**config.mk**
```make
export PLATFORM = sky130hd
export DESIGN_NAME = muldiv_unit
export DESIGN_NICKNAME = d
export VERILOG_FILES = /design/src/rtl/muldiv_pkg.sv /design/src/rtl/muldiv_signfix.sv /design/src/rtl/muldiv_unit.sv
export SDC_FILE = /design/constraint.sdc
export NUM_CORES = 1
export LEC_CHECK = 0
export ABC_AREA = 1
export BUFFER_PORTS_ARGS = -buffer_cell sky130_fd_sc_hd__buf_4
export CAP_MARGIN = 15
export CORE_MARGIN = 10
export CORE_UTILIZATION = 45
export CTS_CLUSTER_SIZE = 12
export DETAILED_ROUTE_END_ITERATION = 12
export GPL_ROUTABILITY_DRIVEN = 0
export PLACE_DENSITY = 0.67
export SKIP_CTS_REPAIR_TIMING = 1
export SLEW_MARGIN = 20
export SYNTH_ARGS = -nofsm -noshare
export SYNTH_HDL_FRONTEND = slang
export SYNTH_HIERARCHICAL = 1
export SYNTH_SLANG_ARGS = --single-unit
```
**constraint.sdc**
```tcl
create_clock -name clk -period 2.5 [get_ports clk]
set_input_delay 0.125 -clock clk [delete_from_list [all_inputs] [get_ports clk]]
set_output_delay 0.125 -clock clk [all_outputs]
set_load 0.02 [all_outputs]
```
**src/rtl/muldiv_pkg.sv**
```systemverilog
// Shared types and sizing for the iterative multiply/divide unit.
package muldiv_pkg;

  localparam int MD_WIDTH = 32;
  localparam int CNT_W    = $clog2(MD_WIDTH) + 1;

  typedef enum logic [1:0] {
    OP_MULT  = 2'd0,
    OP_MULTU = 2'd1,
    OP_DIV   = 2'd2,
    OP_DIVU  = 2'd3
  } op_e;

  typedef enum logic [1:0] {
    S_IDLE,
    S_MUL,
    S_DIV,
    S_FIX
  } state_e;

  function automatic logic op_is_signed(input op_e op);
    return (op == OP_MULT) || (op == OP_DIV);
  endfunction

endpackage

```
**src/rtl/muldiv_signfix.sv**
```systemverilog
// Sign correction of the unsigned-magnitude mul/div result into final {hi,lo}.
module muldiv_signfix
  import muldiv_pkg::*;
#(
  parameter int WIDTH = MD_WIDTH
) (
  input  logic [2*WIDTH-1:0] i_raw,
  input  op_e                i_op,
  input  logic               i_neg_res,
  input  logic               i_neg_rem,
  output logic [WIDTH-1:0]   o_hi,
  output logic [WIDTH-1:0]   o_lo
);

  logic [2*WIDTH-1:0] w_prod;
  logic [WIDTH-1:0]   w_rem;
  logic [WIDTH-1:0]   w_quo;

  assign w_prod = i_neg_res ? -i_raw : i_raw;
  assign w_rem  = i_raw[2*WIDTH-1:WIDTH];
  assign w_quo  = i_raw[WIDTH-1:0];

  // Divide packs {remainder, quotient}; each half carries its own sign rule.
  always_comb begin
    o_hi = w_prod[2*WIDTH-1:WIDTH];
    o_lo = w_prod[WIDTH-1:0];
    if (i_op == OP_DIV || i_op == OP_DIVU) begin
      o_hi = i_neg_rem ? -w_rem : w_rem;
      o_lo = i_neg_res ? -w_quo : w_quo;
    end
  end

endmodule

```
**src/rtl/muldiv_unit.sv**
```systemverilog
// Iterative MULT/MULTU/DIV/DIVU sequencer owning HI/LO, one step per cycle.
// Optional MULDIV_EARLY_EXIT_EN lets multiplies finish once the multiplier is exhausted.
module muldiv_unit
  import muldiv_pkg::*;
#(
  parameter int WIDTH = MD_WIDTH
) (
  input  logic             clk,
  input  logic             rst,
  input  logic             start,
  input  logic [1:0]       op,
  input  logic [WIDTH-1:0] a,
  input  logic [WIDTH-1:0] b,
  input  logic             flush,
  input  logic             hi_we,
  input  logic             lo_we,
  input  logic [WIDTH-1:0] wdata,
  output logic             busy,
  output logic             done,
  output logic [WIDTH-1:0] hi,
  output logic [WIDTH-1:0] lo
);

  state_e             r_state;
  state_e             w_next;
  op_e                r_op;
  logic [CNT_W-1:0]   r_cnt;
  logic [2*WIDTH-1:0] r_acc;
  logic [2*WIDTH-1:0] r_mcand;
  logic [WIDTH-1:0]   r_mplier;
  logic [WIDTH-1:0]   r_rem;
  logic [WIDTH-1:0]   r_quo;
  logic [WIDTH-1:0]   r_divisor;
  logic [WIDTH-1:0]   r_hi;
  logic [WIDTH-1:0]   r_lo;
  logic               r_neg_res;
  logic               r_neg_rem;

  logic               w_sa;
  logic               w_sb;
  logic               w_iter_done;
  logic               w_mul_zero;
  logic               w_trial_ok;
  logic [WIDTH-1:0]   w_abs_a;
  logic [WIDTH-1:0]   w_abs_b;
  logic [WIDTH:0]     w_shift;
  logic [WIDTH:0]     w_diff;
  logic [2*WIDTH-1:0] w_raw;
  logic [WIDTH-1:0]   w_fix_hi;
  logic [WIDTH-1:0]   w_fix_lo;

  assign w_sa    = op_is_signed(op_e'(op)) & a[WIDTH-1];
  assign w_sb    = op_is_signed(op_e'(op)) & b[WIDTH-1];
  assign w_abs_a = w_sa ? -a : a;
  assign w_abs_b = w_sb ? -b : b;

  assign w_iter_done = (r_cnt == CNT_W'(WIDTH));
`ifdef MULDIV_EARLY_EXIT_EN
  assign w_mul_zero = (r_mplier == '0);
`else
  assign w_mul_zero = 1'b0;
`endif

  // Restoring divide step: shift in the next dividend bit, keep the trial if non-negative.
  assign w_shift    = {r_rem, r_quo[WIDTH-1]};
  assign w_diff     = w_shift - {1'b0, r_divisor};
  assign w_trial_ok = ~w_diff[WIDTH];

  assign w_raw = (r_op == OP_DIV || r_op == OP_DIVU) ? {r_rem, r_quo} : r_acc;

  muldiv_signfix #(.WIDTH(WIDTH)) u_signfix (
    .i_raw     (w_raw),
    .i_op      (r_op),
    .i_neg_res (r_neg_res),
    .i_neg_rem (r_neg_rem),
    .o_hi      (w_fix_hi),
    .o_lo      (w_fix_lo)
  );

  always_comb begin
    w_next = r_state;
    case (r_state)
      S_IDLE:  if (start) w_next = op[1] ? S_DIV : S_MUL;
      S_MUL:   if (w_iter_done || w_mul_zero) w_next = S_FIX;
      S_DIV:   if (w_iter_done) w_next = S_FIX;
      S_FIX:   w_next = S_IDLE;
      default: w_next = S_IDLE;
    endcase
    if (flush) w_next = S_IDLE;
  end

  always_ff @(posedge clk) begin
    if (rst) begin
      r_state   <= S_IDLE;
      r_op      <= OP_MULT;
      r_cnt     <= '0;
      r_acc     <= '0;
      r_mcand   <= '0;
      r_mplier  <= '0;
      r_rem     <= '0;
      r_quo     <= '0;
      r_divisor <= '0;
      r_hi      <= '0;
      r_lo      <= '0;
      r_neg_res <= 1'b0;
      r_neg_rem <= 1'b0;
    end else begin
      r_state <= w_next;
      case (r_state)
        S_IDLE: begin
          if (hi_we) r_hi <= wdata;
          if (lo_we) r_lo <= wdata;
          if (start && !flush) begin
            r_op      <= op_e'(op);
            r_cnt     <= '0;
            r_acc     <= '0;
            r_mcand   <= {{WIDTH{1'b0}}, w_abs_a};
            r_mplier  <= w_abs_b;
            r_rem     <= '0;
            r_quo     <= w_abs_a;
            r_divisor <= w_abs_b;
            // A zero divisor keeps the all-ones quotient unsigned.
            r_neg_res <= (w_sa ^ w_sb) && !(op[1] && b == '0);
            r_neg_rem <= w_sa;
          end
        end
        S_MUL: begin
          if (!w_iter_done && !w_mul_zero) begin
            if (r_mplier[0]) r_acc <= r_acc + r_mcand;
            r_mcand  <= r_mcand << 1;
            r_mplier <= r_mplier >> 1;
            r_cnt    <= r_cnt + CNT_W'(1);
          end
        end
        S_DIV: begin
          if (!w_iter_done) begin
            r_rem <= w_trial_ok ? w_diff[WIDTH-1:0] : w_shift[WIDTH-1:0];
            r_quo <= {r_quo[WIDTH-2:0], w_trial_ok};
            r_cnt <= r_cnt + CNT_W'(1);
          end
        end
        S_FIX: begin
          if (!flush) begin
            r_hi <= w_fix_hi;
            r_lo <= w_fix_lo;
          end
        end
        default: ;
      endcase
    end
  end

  // Results are forwarded in the FIX cycle so consumers see them alongside done.
  assign busy = (r_state != S_IDLE);
  assign done = (r_state == S_FIX) && !flush;
  assign hi   = done ? w_fix_hi : r_hi;
  assign lo   = done ? w_fix_lo : r_lo;

endmodule

```
* Word level (Yosys, flattened, before mapping) *
Cells that the tools add are included.

storage, ports and cells
  bits of input ports = 104
  bits in registers = 332
  memories kept = 0
  output and inout bits = 66
  word-level logic and storage cells = 108
  RAM bits = 0
  latch bits = 0
  memory bits (read-only) = 0

cells by class
  equal/unequal tests = 17
  multiply operators = 0
  shift operators = 0
  mux-type cells = 40
  order comparisons = 0
  reductions and logical operators = 26
  $add $sub $neg = 8
  div/mod/pow operators = 0
  bitwise gates (word level) = 4

operator list
  kind                   count
  $mux W32               19
  $mux W64               7
  $pmux W32 S2           5
  $pmux W64 S2           2
  $neg A32 Y32           4
  $add A64 B64 Y64       1
  $neg A64 Y64           1
  $sub A33 B32 Y33       1
  $logic_not A32 Y1      1
  $ne A2 B2 Y1 const B   9
  $reduce_and A3 Y1      5
  $mux W6                2
  $pmux W6 S2            1
  $eq A2 B2 Y1 const B   5
  $reduce_bool A2 Y1     5
  $add A6 B1 Y6 const B  1
  $eq A6 B6 Y1 const B   1
  $mux W2                3
  $pmux W2 S3            1
  $logic_and A1 B1 Y1    4
  $logic_not A2 Y1       2
  $reduce_and A2 Y1      2
  $reduce_and A4 Y1      1
  $reduce_or A2 Y1       2
  other kinds (7)        10

* Longest topological paths before layout *
  depth after elaboration = 8
  depth in mapped cells = 19
  mapped depth without buffers = 18

* Modules after synthesis *
Netlist, hierarchy kept.

modules (own cells, without submodules)
  module          times used  sequential area each (um^2)  area an instance (um^2)  cells an instance
  muldiv_unit     1           6646.4                       24444.7                  4227
  muldiv_signfix  1           0.0                          2434.8                   485

* Least setup slack after synthesis *
No wires, ideal clock.

  kind = register -> output
  start point = register r_op[1]
  end point = output port lo[30]
  slack = -236 ps
  stages on the path, launching flop included = 14
  path buffers = 1
  data required time = 2375 ps
  data arrival time = 2611 ps
  cells stage by stage = dfxtp_1 inv_1 clkbuf_1 o21ai_0 inv_1 ha_1 nand3_2 nor2_1 nand2_1 nor2_2 nor2_1 xor2_1 nand2_1 o21ai_0

between the ends
  cells in the longest elaborated chain, start to end = 7
  elaborated cells on any way between the ends = 10
  classes of those cells = add/sub: 2; eq/ne: 2; mux: 5; reduce/logical: 1

ends and longest elaborated chain
  item                                          line                                        text
  start, declared                               muldiv_unit.sv:26                           op_e r_op;
  start signal, assigned                        muldiv_unit.sv:114                          r_op <= op_e'(op);
  $eq A2 B2 Y1                                  muldiv_unit.sv:69                           assign w_raw = (r_op == OP_DIV || r_op == OP_DIVU) ? {r_rem, r_quo} : r_acc;
  $logic_or A1 B1 Y1 *                          muldiv_unit.sv:69
  $mux W64 *                                    muldiv_unit.sv:69
  named net w_raw[0]                            muldiv_unit.sv:48                           logic [2*WIDTH-1:0] w_raw;
  $neg A64 Y64 or $neg A32 Y32 (tied branches)  muldiv_signfix.sv:19, muldiv_signfix.sv:29
  $mux W64 or $mux W32 (tied branches)          muldiv_signfix.sv:19, muldiv_signfix.sv:29
  $mux W32 *                                    muldiv_signfix.sv:27                        if (i_op == OP_DIV || i_op == OP_DIVU) begin
  named net w_fix_lo[30]                        muldiv_unit.sv:50                           logic [WIDTH-1:0] w_fix_lo;
  $mux W32 *                                    muldiv_unit.sv:157                          assign lo = done ? w_fix_lo : r_lo;
  end, declared                                 muldiv_unit.sv:21                           output logic [WIDTH-1:0] lo

The timed path passes the listed nets; every way through them passes the cells marked *.

* Final worst setup path *
  start point = register r_op[1]
  end point = output port hi[12]

between the ends
  cells in the longest elaborated chain, start to end = 7
  elaborated cells on any way between the ends = 10
  classes of those cells = add/sub: 2; eq/ne: 2; mux: 5; reduce/logical: 1

ends and longest elaborated chain
  item                                          line                                        text
  $eq A2 B2 Y1                                  muldiv_unit.sv:69
  $logic_or A1 B1 Y1 *                          muldiv_unit.sv:69
  $mux W64 *                                    muldiv_unit.sv:69
  named net w_raw[34]                           muldiv_unit.sv:48
  $neg A64 Y64 or $neg A32 Y32 (tied branches)  muldiv_signfix.sv:19, muldiv_signfix.sv:28
  $mux W64 or $mux W32 (tied branches)          muldiv_signfix.sv:19, muldiv_signfix.sv:28
  $mux W32 *                                    muldiv_signfix.sv:27
  named net w_fix_hi[12]                        muldiv_unit.sv:49                           logic [WIDTH-1:0] w_fix_hi;
  $mux W32 *                                    muldiv_unit.sv:156                          assign hi = done ? w_fix_hi : r_hi;
  end, declared                                 muldiv_unit.sv:20                           output logic [WIDTH-1:0] hi,

Marked as above.

==> flow_summary.toml <==
[synthesis]
syn_inst = 4708
synth_nets = 4919
yosys_warnings = 6
synth_area_mm2 = 0.0268
avgSynthCellArea_um2 = 5.70

[worst_setup_path]
cp-end-kind = "output port"
path_max_fanout = 20
worst-path-buf-inv = 5
startpoint_type = "flip-flop"
cp_slowest_cell = "o21ai_1"
worstPathCellList = "inv_8, buf_12, o21ai_1, nor2_1, nand3_1, inv_2, nand3_1, nand2_1, nand2_4, xor2_2, buf_4, nand2_1, nand2_1, buf_6"
crit_required_ns = 2.38
path_delay_family = "simple AND/OR/NAND/NOR gates"
slowest_delay_ns = 0.42
crit_top_cell = "nand2_1"
crit_type = "reg -> out"
arrival_ns = 2.93

[clock_tree]
path_clk_slew_ns = 0.06
cts.path.max_buffers = 3
numClockSinks = 331
cts.htree.levels = 2
root_buffer = "clkbuf_16"
tritoncts = "yes"
cts_buffers = 39
insertion_delay_ns = 0.57

[detailed_routing]
dr_total_vias = 30900
dr.first_iter.drc_count = 3467
drc = 0
detailedRoute.firstPassIterationCount = 6
viasPerCell = 5.31
wl_per_cell_um = 17.1
ant_nets = 0
drt-total-wl_um = 99400

[global_routing]
grt_pass1_vias = 27000
grt_busiest_layer = "met2"
overflow = 0
grt.met2_usage = 0.421
use_met1 = 0.370
grt.total_usage = 0.264
antenna_found_initial = 2
grt_max_degree = 189
grt_first_pass_wirelength_um = 150000
met3_usage = 0.0347

[sta]
min_period_ns = 3.06
hold_violations = 5
slew_viol_final = 0
whs_ns = -0.0366
fmax_ghz = 0.327
min_period_over_period = 1.22
setup_ws_ns = -0.559
relSlewSlack = 0.261
tightest_slew_ns = 1.11
fin_setup_tns_ns = -21.85
setup_viol = 61
rsz0062_at_grt = "yes"
fin_skew_ns = 0.0246

[layout]
instances_no_fill = 5826
layout.nets = 5235
fill_cells = 6016
diodes = 0
area_growth_pct = 22.8
drive_gt1_frac = 0.140

[pwr]
ir_drop_uv = 520
power_density_mw_per_mm2 = 481
p_leak_uw = 0.0171
fin_total_pwr_uw = 15900

[floorplanning]
fp.dieH_um = 264
num_rows = 89
coreArea_mm2 = 0.0590
pin_count = 170
initial_utilization = 0.455
die_area_mm2 = 0.0698
die_w_um = 264

[outcome]
status = "finished, violations left"
failed_checks = "hold timing, setup timing"

[placement]
port_buffers = 169
dp_hpwl_um = 76300
post-place-ws_ns = -0.277
dpl.cell_count = 5663

[job]
maxCapViolCount = 0

[min_path]
hold_path_class = "in -> reg"
[state kept, by name (all words and copies together) (netlist names)]
signal and flops:
r_state 2, r_op 1, r_lo 32, r_neg_rem 1, r_cnt 6, r_neg_res 1
r_divisor 32, r_mcand 64, r_hi 32, r_acc 64, r_quo 32, r_rem 32
r_mplier 32
[metrics by stage]
step / area (um^2) / hold WS, ns / utilization
3_5_place_dp: 30000 / 0.430 / 0.508
5_1_grt: 33000 / 0.000232 / 0.559
4_1_cts: 31300 / -0.173 / 0.531
2_1_floorplan: 26900 / 0.272 / -
6_report: 33000 / -0.0366 / 0.559
3_3_place_gp: 30000 / 0.421 / 0.508
[layer usage]
metal | wire, um | vias up
met5 | 30 | -
met1 | 44000 | 14100
met2 | 44500 | 1166
met3 | 8190 | 183
met4 | 2630 | 4
li1 | - | 15500
[worst register-to-register path, delay by kind of cell, from the launching register on]
kind                   cells  cell delay, ns
AO/OA/AOI/OAI              2            0.59
XOR/XNOR                   1            0.18
buffers and inverters      5            0.52
flip-flops                 1            0.39
AND/OR/NAND/NOR            6            0.73
[layout by cell type, fill, tap and decap left out, types with 12 or more instances in the layout]
cell           count
a21oi_1          387
a31oi_1           77
buf_12            12
buf_4            350
buf_6             17
clkbuf_16         43
dfxtp_1          324
dlygate4sd3_1     67
ha_1              98
inv_1            679
nand2_1         1641
nand2_2           67
nand3_1          242
nand3_2           14
nand3b_1          15
nand4_1           39
nor2_1           316
nor2_2            37
nor2_4            19
nor3_1            32
o21ai_0          212
o21ai_1           40
o21ai_2           23
o21bai_1          13
o22ai_1           17
or2_2             24
xnor2_1           26
xor2_1            68
xor2_2            14
[final timing paths]
path	from	to	slack (ns)	cells past startpoint
worst min register to register	r_mplier[1]$_SDFFE_PP0P_	r_mplier[0]$_SDFFE_PP0P_	0.47	2
worst max-delay path	r_op[1]$_SDFFE_PP0P_	hi[12]	-0.56	14
worst min-delay path	a[28]	r_mcand[28]$_SDFFE_PP0P_	-0.04	4
worst max register to register	r_op[1]$_SDFFE_PP0P_	r_hi[12]$_SDFFE_PP0P_	0.03	14
[power breakdown]
part	leakage, uW	total (uW)	internal (uW)	switching, uW
registers	0.00271	5770	5600	176
logic	0.0138	3950	1420	2530
clock network	0.000666	6130	3710	2430
[cell type report]
type                       count  area (um^2)  share of cell area
inverter                     694         2620              0.0794
sequential                   331         6640               0.201
clock buffer                  58         1190              0.0361
tap                          773          967              0.0293
timing repair buffer         450         3820               0.116
multi-input combinational   3508        17600               0.533
clock inverter                12          173             0.00524
No activity file was read; power rests on OpenSTA's default activity.
